===== src/rtl/quantum_scheduler_if.sv =====
// Scheduler <-> core bundle: retire/OS-control inputs and PC redirect/status outputs.
interface quantum_scheduler_if #(
   parameter int unsigned ADDR_W = 32
);
   logic [ADDR_W-1:0] pc_current;
   logic              instr_valid;
   logic              qtm_load;
   logic [31:0]       qtm_value;
   logic              user_enter;
   logic [ADDR_W-1:0] user_target;
   logic              halt;
   logic              redirect;
   logic [ADDR_W-1:0] redirect_pc;
   logic [ADDR_W-1:0] saved_pc;
   logic              user_mode;
   logic [31:0]       quantum_left;
   logic [15:0]       preempt_count;
   logic              halted;

   // Core / OS side: drives retire and control, consumes redirect and status.
   modport master (
      output pc_current, instr_valid, qtm_load, qtm_value, user_enter, user_target, halt,
      input  redirect, redirect_pc, saved_pc, user_mode, quantum_left, preempt_count, halted
   );

   // Scheduler side.
   modport slave (
      input  pc_current, instr_valid, qtm_load, qtm_value, user_enter, user_target, halt,
      output redirect, redirect_pc, saved_pc, user_mode, quantum_left, preempt_count, halted
   );
endinterface


===== src/rtl/quantum_scheduler.sv =====
// Time-slice controller upstream of the PC: counts user instructions against an
// OS-programmed quantum, preempts to the OS entry on expiry, and performs the
// OS-to-user return redirect.
module quantum_scheduler #(
   parameter int unsigned ADDR_W   = 32,
   parameter int unsigned OS_LIMIT = 616,
   parameter int unsigned OS_ENTRY = 0,
   parameter int unsigned PC_STEP  = 1
) (
   input logic                 clock,
   input logic                 reset,
   quantum_scheduler_if.slave  bus
);
   localparam logic [ADDR_W-1:0] OS_LIMIT_A = ADDR_W'(OS_LIMIT);
   localparam logic [ADDR_W-1:0] OS_ENTRY_A = ADDR_W'(OS_ENTRY);
   localparam logic [ADDR_W-1:0] PC_STEP_A  = ADDR_W'(PC_STEP);

   typedef enum logic [1:0] {
      ST_OS      = 2'd0,
      ST_USER    = 2'd1,
      ST_PREEMPT = 2'd2,
      ST_HALT    = 2'd3
   } state_t;

   state_t      state;
   logic [31:0] limit;
   logic [31:0] count;

   logic [32:0] count_inc;
   logic        user_space_pc;
   logic        expiry;
   logic        enter_ok;

   // Event decode; increment is 33 bits so the compare never wraps.
   assign count_inc     = {1'b0, count} + 33'd1;
   assign user_space_pc = (bus.pc_current >= OS_LIMIT_A);
   assign expiry        = bus.instr_valid && (limit != 32'd0) && (count_inc >= {1'b0, limit});
   assign enter_ok      = bus.user_enter && (bus.user_target >= OS_LIMIT_A);

   // Remaining quantum is a pure function of the state, limit and count flops.
   assign bus.quantum_left = ((state == ST_USER) && (limit != 32'd0)) ? (limit - count)
                                                                       : 32'hFFFF_FFFF;

   // Scheduler state machine with registered redirect and status outputs.
   always_ff @(posedge clock) begin
      if (reset) begin
         state             <= ST_OS;
         limit             <= 32'd0;
         count             <= 32'd0;
         bus.saved_pc      <= '0;
         bus.redirect_pc   <= '0;
         bus.preempt_count <= 16'd0;
         bus.redirect      <= 1'b0;
         bus.user_mode     <= 1'b0;
         bus.halted        <= 1'b0;
      end else begin
         bus.redirect <= 1'b0;

         // Quantum reprogramming is independent of the state transitions below.
         if ((state != ST_HALT) && bus.qtm_load) begin
            limit <= bus.qtm_value;
         end

         if (bus.halt) begin
            state         <= ST_HALT;
            bus.halted    <= 1'b1;
            bus.user_mode <= 1'b0;
         end else begin
            case (state)
               ST_OS: begin
                  if (enter_ok) begin
                     state           <= ST_USER;
                     count           <= 32'd0;
                     bus.redirect    <= 1'b1;
                     bus.redirect_pc <= bus.user_target;
                     bus.user_mode   <= 1'b1;
                  end
               end
               ST_USER: begin
                  if (expiry) begin
                     state           <= ST_PREEMPT;
                     count           <= 32'd0;
                     bus.saved_pc    <= bus.pc_current + PC_STEP_A;
                     bus.redirect    <= 1'b1;
                     bus.redirect_pc <= OS_ENTRY_A;
                     bus.user_mode   <= 1'b0;
                     if (bus.preempt_count != 16'hFFFF) begin
                        bus.preempt_count <= bus.preempt_count + 16'd1;
                     end
                  end else if (bus.instr_valid && !user_space_pc) begin
                     state         <= ST_OS;
                     count         <= 32'd0;
                     bus.user_mode <= 1'b0;
                  end else if (bus.instr_valid) begin
                     count <= count_inc[31:0];
                  end
               end
               ST_PREEMPT: begin
                  // In-flight instruction and user_enter are squashed here.
                  state <= ST_OS;
               end
               default: begin
                  state <= ST_HALT;
               end
            endcase
         end
      end
   end
endmodule


===== src/flat_wrapper.sv =====
// flat-port wrapper written by rule: the top's interface ports become plain ports
module quantum_scheduler_flat 
#(
   parameter int unsigned ADDR_W   = 32,
   parameter int unsigned OS_LIMIT = 616,
   parameter int unsigned OS_ENTRY = 0,
   parameter int unsigned PC_STEP  = 1
)
  (clock, reset, bus_pc_current, bus_instr_valid, bus_qtm_load, bus_qtm_value, bus_user_enter, bus_user_target, bus_halt, bus_redirect, bus_redirect_pc, bus_saved_pc, bus_user_mode, bus_quantum_left, bus_preempt_count, bus_halted);
  quantum_scheduler_if #(.ADDR_W(ADDR_W)) bus_i ();
  input logic clock;
  input logic reset;
  input wire logic [$bits(bus_i.pc_current)-1:0] bus_pc_current;
  input wire logic [$bits(bus_i.instr_valid)-1:0] bus_instr_valid;
  input wire logic [$bits(bus_i.qtm_load)-1:0] bus_qtm_load;
  input wire logic [$bits(bus_i.qtm_value)-1:0] bus_qtm_value;
  input wire logic [$bits(bus_i.user_enter)-1:0] bus_user_enter;
  input wire logic [$bits(bus_i.user_target)-1:0] bus_user_target;
  input wire logic [$bits(bus_i.halt)-1:0] bus_halt;
  output wire logic [$bits(bus_i.redirect)-1:0] bus_redirect;
  output wire logic [$bits(bus_i.redirect_pc)-1:0] bus_redirect_pc;
  output wire logic [$bits(bus_i.saved_pc)-1:0] bus_saved_pc;
  output wire logic [$bits(bus_i.user_mode)-1:0] bus_user_mode;
  output wire logic [$bits(bus_i.quantum_left)-1:0] bus_quantum_left;
  output wire logic [$bits(bus_i.preempt_count)-1:0] bus_preempt_count;
  output wire logic [$bits(bus_i.halted)-1:0] bus_halted;
  assign bus_i.pc_current = bus_pc_current;
  assign bus_i.instr_valid = bus_instr_valid;
  assign bus_i.qtm_load = bus_qtm_load;
  assign bus_i.qtm_value = bus_qtm_value;
  assign bus_i.user_enter = bus_user_enter;
  assign bus_i.user_target = bus_user_target;
  assign bus_i.halt = bus_halt;
  assign bus_redirect = bus_i.redirect;
  assign bus_redirect_pc = bus_i.redirect_pc;
  assign bus_saved_pc = bus_i.saved_pc;
  assign bus_user_mode = bus_i.user_mode;
  assign bus_quantum_left = bus_i.quantum_left;
  assign bus_preempt_count = bus_i.preempt_count;
  assign bus_halted = bus_i.halted;
  quantum_scheduler #(.ADDR_W(ADDR_W), .OS_LIMIT(OS_LIMIT), .OS_ENTRY(OS_ENTRY), .PC_STEP(PC_STEP)) u_core (.clock(clock), .reset(reset), .bus(bus_i));
endmodule

===== config.mk =====
export PLATFORM = sky130hd
export DESIGN_NAME = quantum_scheduler_flat
export DESIGN_NICKNAME = d
export VERILOG_FILES = /design/src/rtl/quantum_scheduler_if.sv /design/src/rtl/quantum_scheduler.sv /design/src/flat_wrapper.sv
export SDC_FILE = /design/constraint.sdc
export NUM_CORES = 1
export LEC_CHECK = 0
export ABC_CLOCK_PERIOD_IN_PS = 5500
export CORE_MARGIN = 2
export CORE_UTILIZATION = 45
export DETAILED_ROUTE_END_ITERATION = 6
export PLACE_DENSITY_LB_ADDON = 0.2
export SYNTH_ARGS = -nofsm -noshare
export SYNTH_HDL_FRONTEND = slang
export SYNTH_SLANG_ARGS = --single-unit

===== constraint.sdc =====
create_clock -name clock -period 5.5 [get_ports clock]
set_clock_uncertainty 0.1 [all_clocks]
set_input_delay 0.55 -clock clock [delete_from_list [all_inputs] [get_ports clock]]
set_output_delay 0.55 -clock clock [all_outputs]
set_load 0.005 [all_outputs]

==> summary.md <==
| Metric | Value |
|---|---|
| CTS tree | `built` |
| Path type of the worst setup path | `reg -> out` |
| Post-DP HPWL | `19,900 um` |
| Yosys top cell by area | `dfxtp_1` |
| Placer Congestion | `0.877` |
| Setup violators final | `0` |
| DRT Pass-1 Iters | `5` |
| Worst hold start | `u_core.bus.saved_pc[1]$_SDFFE_PP0P_` |
| RSZ-0062 raised after global routing | `no` |
| WL final | `27,100 um` |
| Crit path buf inv count | `2` |
| Critical Path, Cell by Cell | `inv_1 > ha_1 > o21ai_0 > a21oi_1 > o311ai_0 > a2111oi_0 > o32ai_1 > o211ai_1 > a21o_1 > nand3_1 > clkdlybuf4s50_1` |
| Final TNS setup | `0 ps` |
| # diodes | `0` |
| Cells after Synth | `1,214` |
| Final global-route overflow total | `0` |
| Antenna violations before repair | `0` |
| Fin Hold WS | `361 ps` |
| CP Launch Type | `register` |
| Worst reg2reg path startpoint | `u_core.count[0]$_SDFFE_PP0P_` |
| Max incr delay on CP | `770 ps` |
| Max Cap Viol | `0` |
| Input/output buffers | `216` |
| Row cnt | `53` |
| H-tree levels | `4` |
| Status | `complete, no violations` |
| Sequential area share after synthesis | `31.2%` |
| Post-place setup slack | `483 ps` |
| Final setup margin | `405 ps` |
| Post-Syn Area | `0.00957 sq mm` |
| Cell with the most instances after synthesis | `nand2_1` |
| Relative slew slack | `31.6%` |
| Routed vias/inst | `5.56` |
| Leak pwr | `0.00466 uW` |
| Area delta synth->final | `31.1%` |
| Worst hold path type | `reg -> reg` |
| Minimum clock period | `5090 ps` |
| Post-synthesis register bit count | `149` |
| Critical path endpoint category | `output port` |
| Endpoints failing hold | `0` |
| RR Endpoint | `u_core.bus.preempt_count[9]$_SDFFE_PP0P_` |
| Worst-Skew Late Latency | `430 ps` |
| Initial Utilization | `45.7%` |
| Family with the most delay on the worst path | `compound AO/OA/AOI/OAI gates` |
| Synth top cells by count | `nand2_1 (158), dfxtp_1 (149), a21oi_1 (88)` |
| Max Clk Rate | `196 MHz` |
| Critical-path top delay cell | `o32ai_1` |
| Mapped Nets | `1,387` |
| GR Layer Usage met2 | `38.3%` |
| CTS Root Cell | `clkbuf_16` |
| CTS buffer count | `17` |
| DIE HEIGHT | `150 um` |
| Tot GR Track Use | `23.8%` |
| Crit share post-route | `92.6%` |
| Io pins | `217` |
| Share of layout cells above drive strength 1 | `5.29%` |
| Area contributors post-synth | `dfxtp_1 (31%), ha_1 (9.1%), nand2_1 (6.2%)` |
| Final ANT Viol Nets | `0` |
| Post-synth ARST share | `0%` |
| CTS Hold Bufs | `0` |
| Hold Crit Depth | `2` |
| Met3 Usage GRT | `4.02%` |
| Count of warnings emitted by yosys | `0` |
| Area fraction of the dominant cell type after synthesis | `31.2%` |
| Number of global-route vias before repair | `8,741` |
| Number of remaining DRC errors | `0` |
| Largest net degree at the start of global routing | `96` |
| Via count | `9,427` |
| First-pass GRT wire length | `43,600 um` |
| Met1 global-route usage | `33.0%` |
| End of the worst hold path | `u_core.bus.saved_pc[1]$_SDFFE_PP0P_` |
| Final Power | `3100 uW` |
| Die width | `150 um` |
| Worst EP arrival | `4440 ps` |
| Clock Path Buffers | `2` |
| VDD IR max | `0.000235 V` |
| Ys flop type | `dfxtp_1` |
| Core area | `0.0210 sq mm` |
| Yosys cell types | `69` |
| Most used routing layer | `met2` |
| CP required | `4850 ps` |
| DR iter-0 viols | `653` |
| R2r setup slk | `430 ps` |
| Layout Nets | `1,579` |
| Reg clk slew, reported paths | `70 ps` |
| Clk sinks | `149` |
| Worst-path fanout max | `5` |
| Reg2Reg Depth | `16` |
| Slew @ Worst Pin | `1030 ps` |
| Die footprint | `0.0225 sq mm` |
| Avg Inst Size Synth | `7.89 sq um` |
| EDFF count, synth | `0` |
| DR WL/cell | `16.0 um` |
| Postcts setup bufs | `0` |
| Pins Over Slew Limit | `0` |
| PwrDens | `247 mW/mm^2` |
| CTS resizes | `0` |
[cell usage in the layout, fill, tap and decap left out, types with 6 or more instances in the layout]
master,instances
nand2b_1,9
xnor2_1,57
nand3_1,53
a22o_1,30
clkbuf_16,17
clkdlybuf4s50_1,215
a211oi_1,35
and4_1,13
o31ai_1,19
or3_1,7
nor2_1,77
o21ai_0,46
ha_1,70
and3_1,30
nand2_1,158
nor4_1,28
o21a_1,11
xor2_1,25
inv_1,78
nor4b_1,11
inv_8,6
a21o_1,23
dfxtp_1,149
nor3_1,32
nand4_1,22
a21oi_1,87
buf_4,15
nor2b_1,9
[kinds of logic (layout without fill, tap and decap cells)]
kind of cell               after synthesis  count (layout)  synth area share, %
DFF                                    149             149                 31.2
xor gates and xnor gates                82              82                 7.50
AOI/OAI and AO/OA                      301             301                 21.2
and+or+nand+nor                        471             471                 24.5
muxes                                    5               5                0.588
adders and majority gates               71              71                 9.36
buffers and inverters                  135             340                 5.69
[layout make-up]
cell class                 instances  area [sq um]
sequential                       149          2980
clock buffer                      17           425
fill                            1959          8410
clock inverter                    15           155
timing repair buffer             230          2260
inverter                          78           293
multi-input combinational        930          6080
tap                              275           344
[through the flow]
| step | cell area (sq um) | util, % | cells |
|---|---|---|---|
| 6_report | 12500 | 59.9 | 1694 |
| 4_1_cts | 12500 | 59.8 | 1694 |
| 3_3_place_gp | 12000 | 57.1 | 1662 |
| 5_1_grt | 12500 | 59.9 | 1694 |
| 3_5_place_dp | 12000 | 57.1 | 1662 |
| 2_1_floorplan | 9570 | - | 1214 |
[flip-flops by register name (all words and copies together), names as in the netlist, 2 cells and up]
| name | cells |
|---|---|
| u_core.state | 2 |
| u_core.bus.saved_pc | 32 |
| u_core.count | 32 |
| u_core.limit | 32 |
| u_core.bus.redirect_pc | 32 |
| u_core.bus.preempt_count | 16 |
[metal layers]
layer  part of all wire, %  up-vias  wire length [um]
met1                    47     4362             12800
met5                     0        -                 0
met3                   5.3       34              1450
met2                    46      263             12300
li1                      -     4768                 -
met4                   1.7        0               471
[worst register-to-register path: stages (launching register included)]
cell and delay (ps):
dfxtp_1 430, ha_1 280, nand3_1 210, nor4_4 430, nor3b_1 590, nand2_1 210
xnor2_1 180, ha_1 300, nand4_1 110, nor4_1 370, a221oi_1 140, o21ai_0 180
a22oi_1 140, buf_4 180, a21o_1 350, nor4b_1 380, mux2_2 370
[worst max path at each step]
| stage | from | end | slack (ps) | depth (start not counted) |
|---|---|---|---|---|
| after global routing | u_core.count[1]$_SDFFE_PP0P_ | u_core.bus.preempt_count[7]$_SDFFE_PP0P_ | 10 | 16 |
| final | u_core.count[2]$_SDFFE_PP0P_ | bus_quantum_left[31] | 410 | 11 |
| after floorplan | u_core.count[1]$_SDFFE_PP0P_ | u_core.count[28]$_SDFFE_PP0P_ | 1130 | 19 |
| after global placement | u_core.count[0]$_SDFFE_PP0P_ | u_core.bus.preempt_count[9]$_SDFFE_PP0P_ | 640 | 16 |
| after CTS | u_core.count[0]$_SDFFE_PP0P_ | u_core.bus.preempt_count[11]$_SDFFE_PP0P_ | 450 | 16 |
| after detailed placement | u_core.count[1]$_SDFFE_PP0P_ | u_core.bus.preempt_count[11]$_SDFFE_PP0P_ | 480 | 16 |
[power breakdown]
group / leakage, uW / total (uW) / switching, uW / internal (uW)
Combinational: 0.00317 / 784 / 400 / 383
Sequential: 0.00121 / 1150 / 36.6 / 1120
Clock: 0.000282 / 1160 / 557 / 608
Total: 0.00466 / 3100 / 994 / 2110
Note: power is estimated with default switching activity, not from simulation.
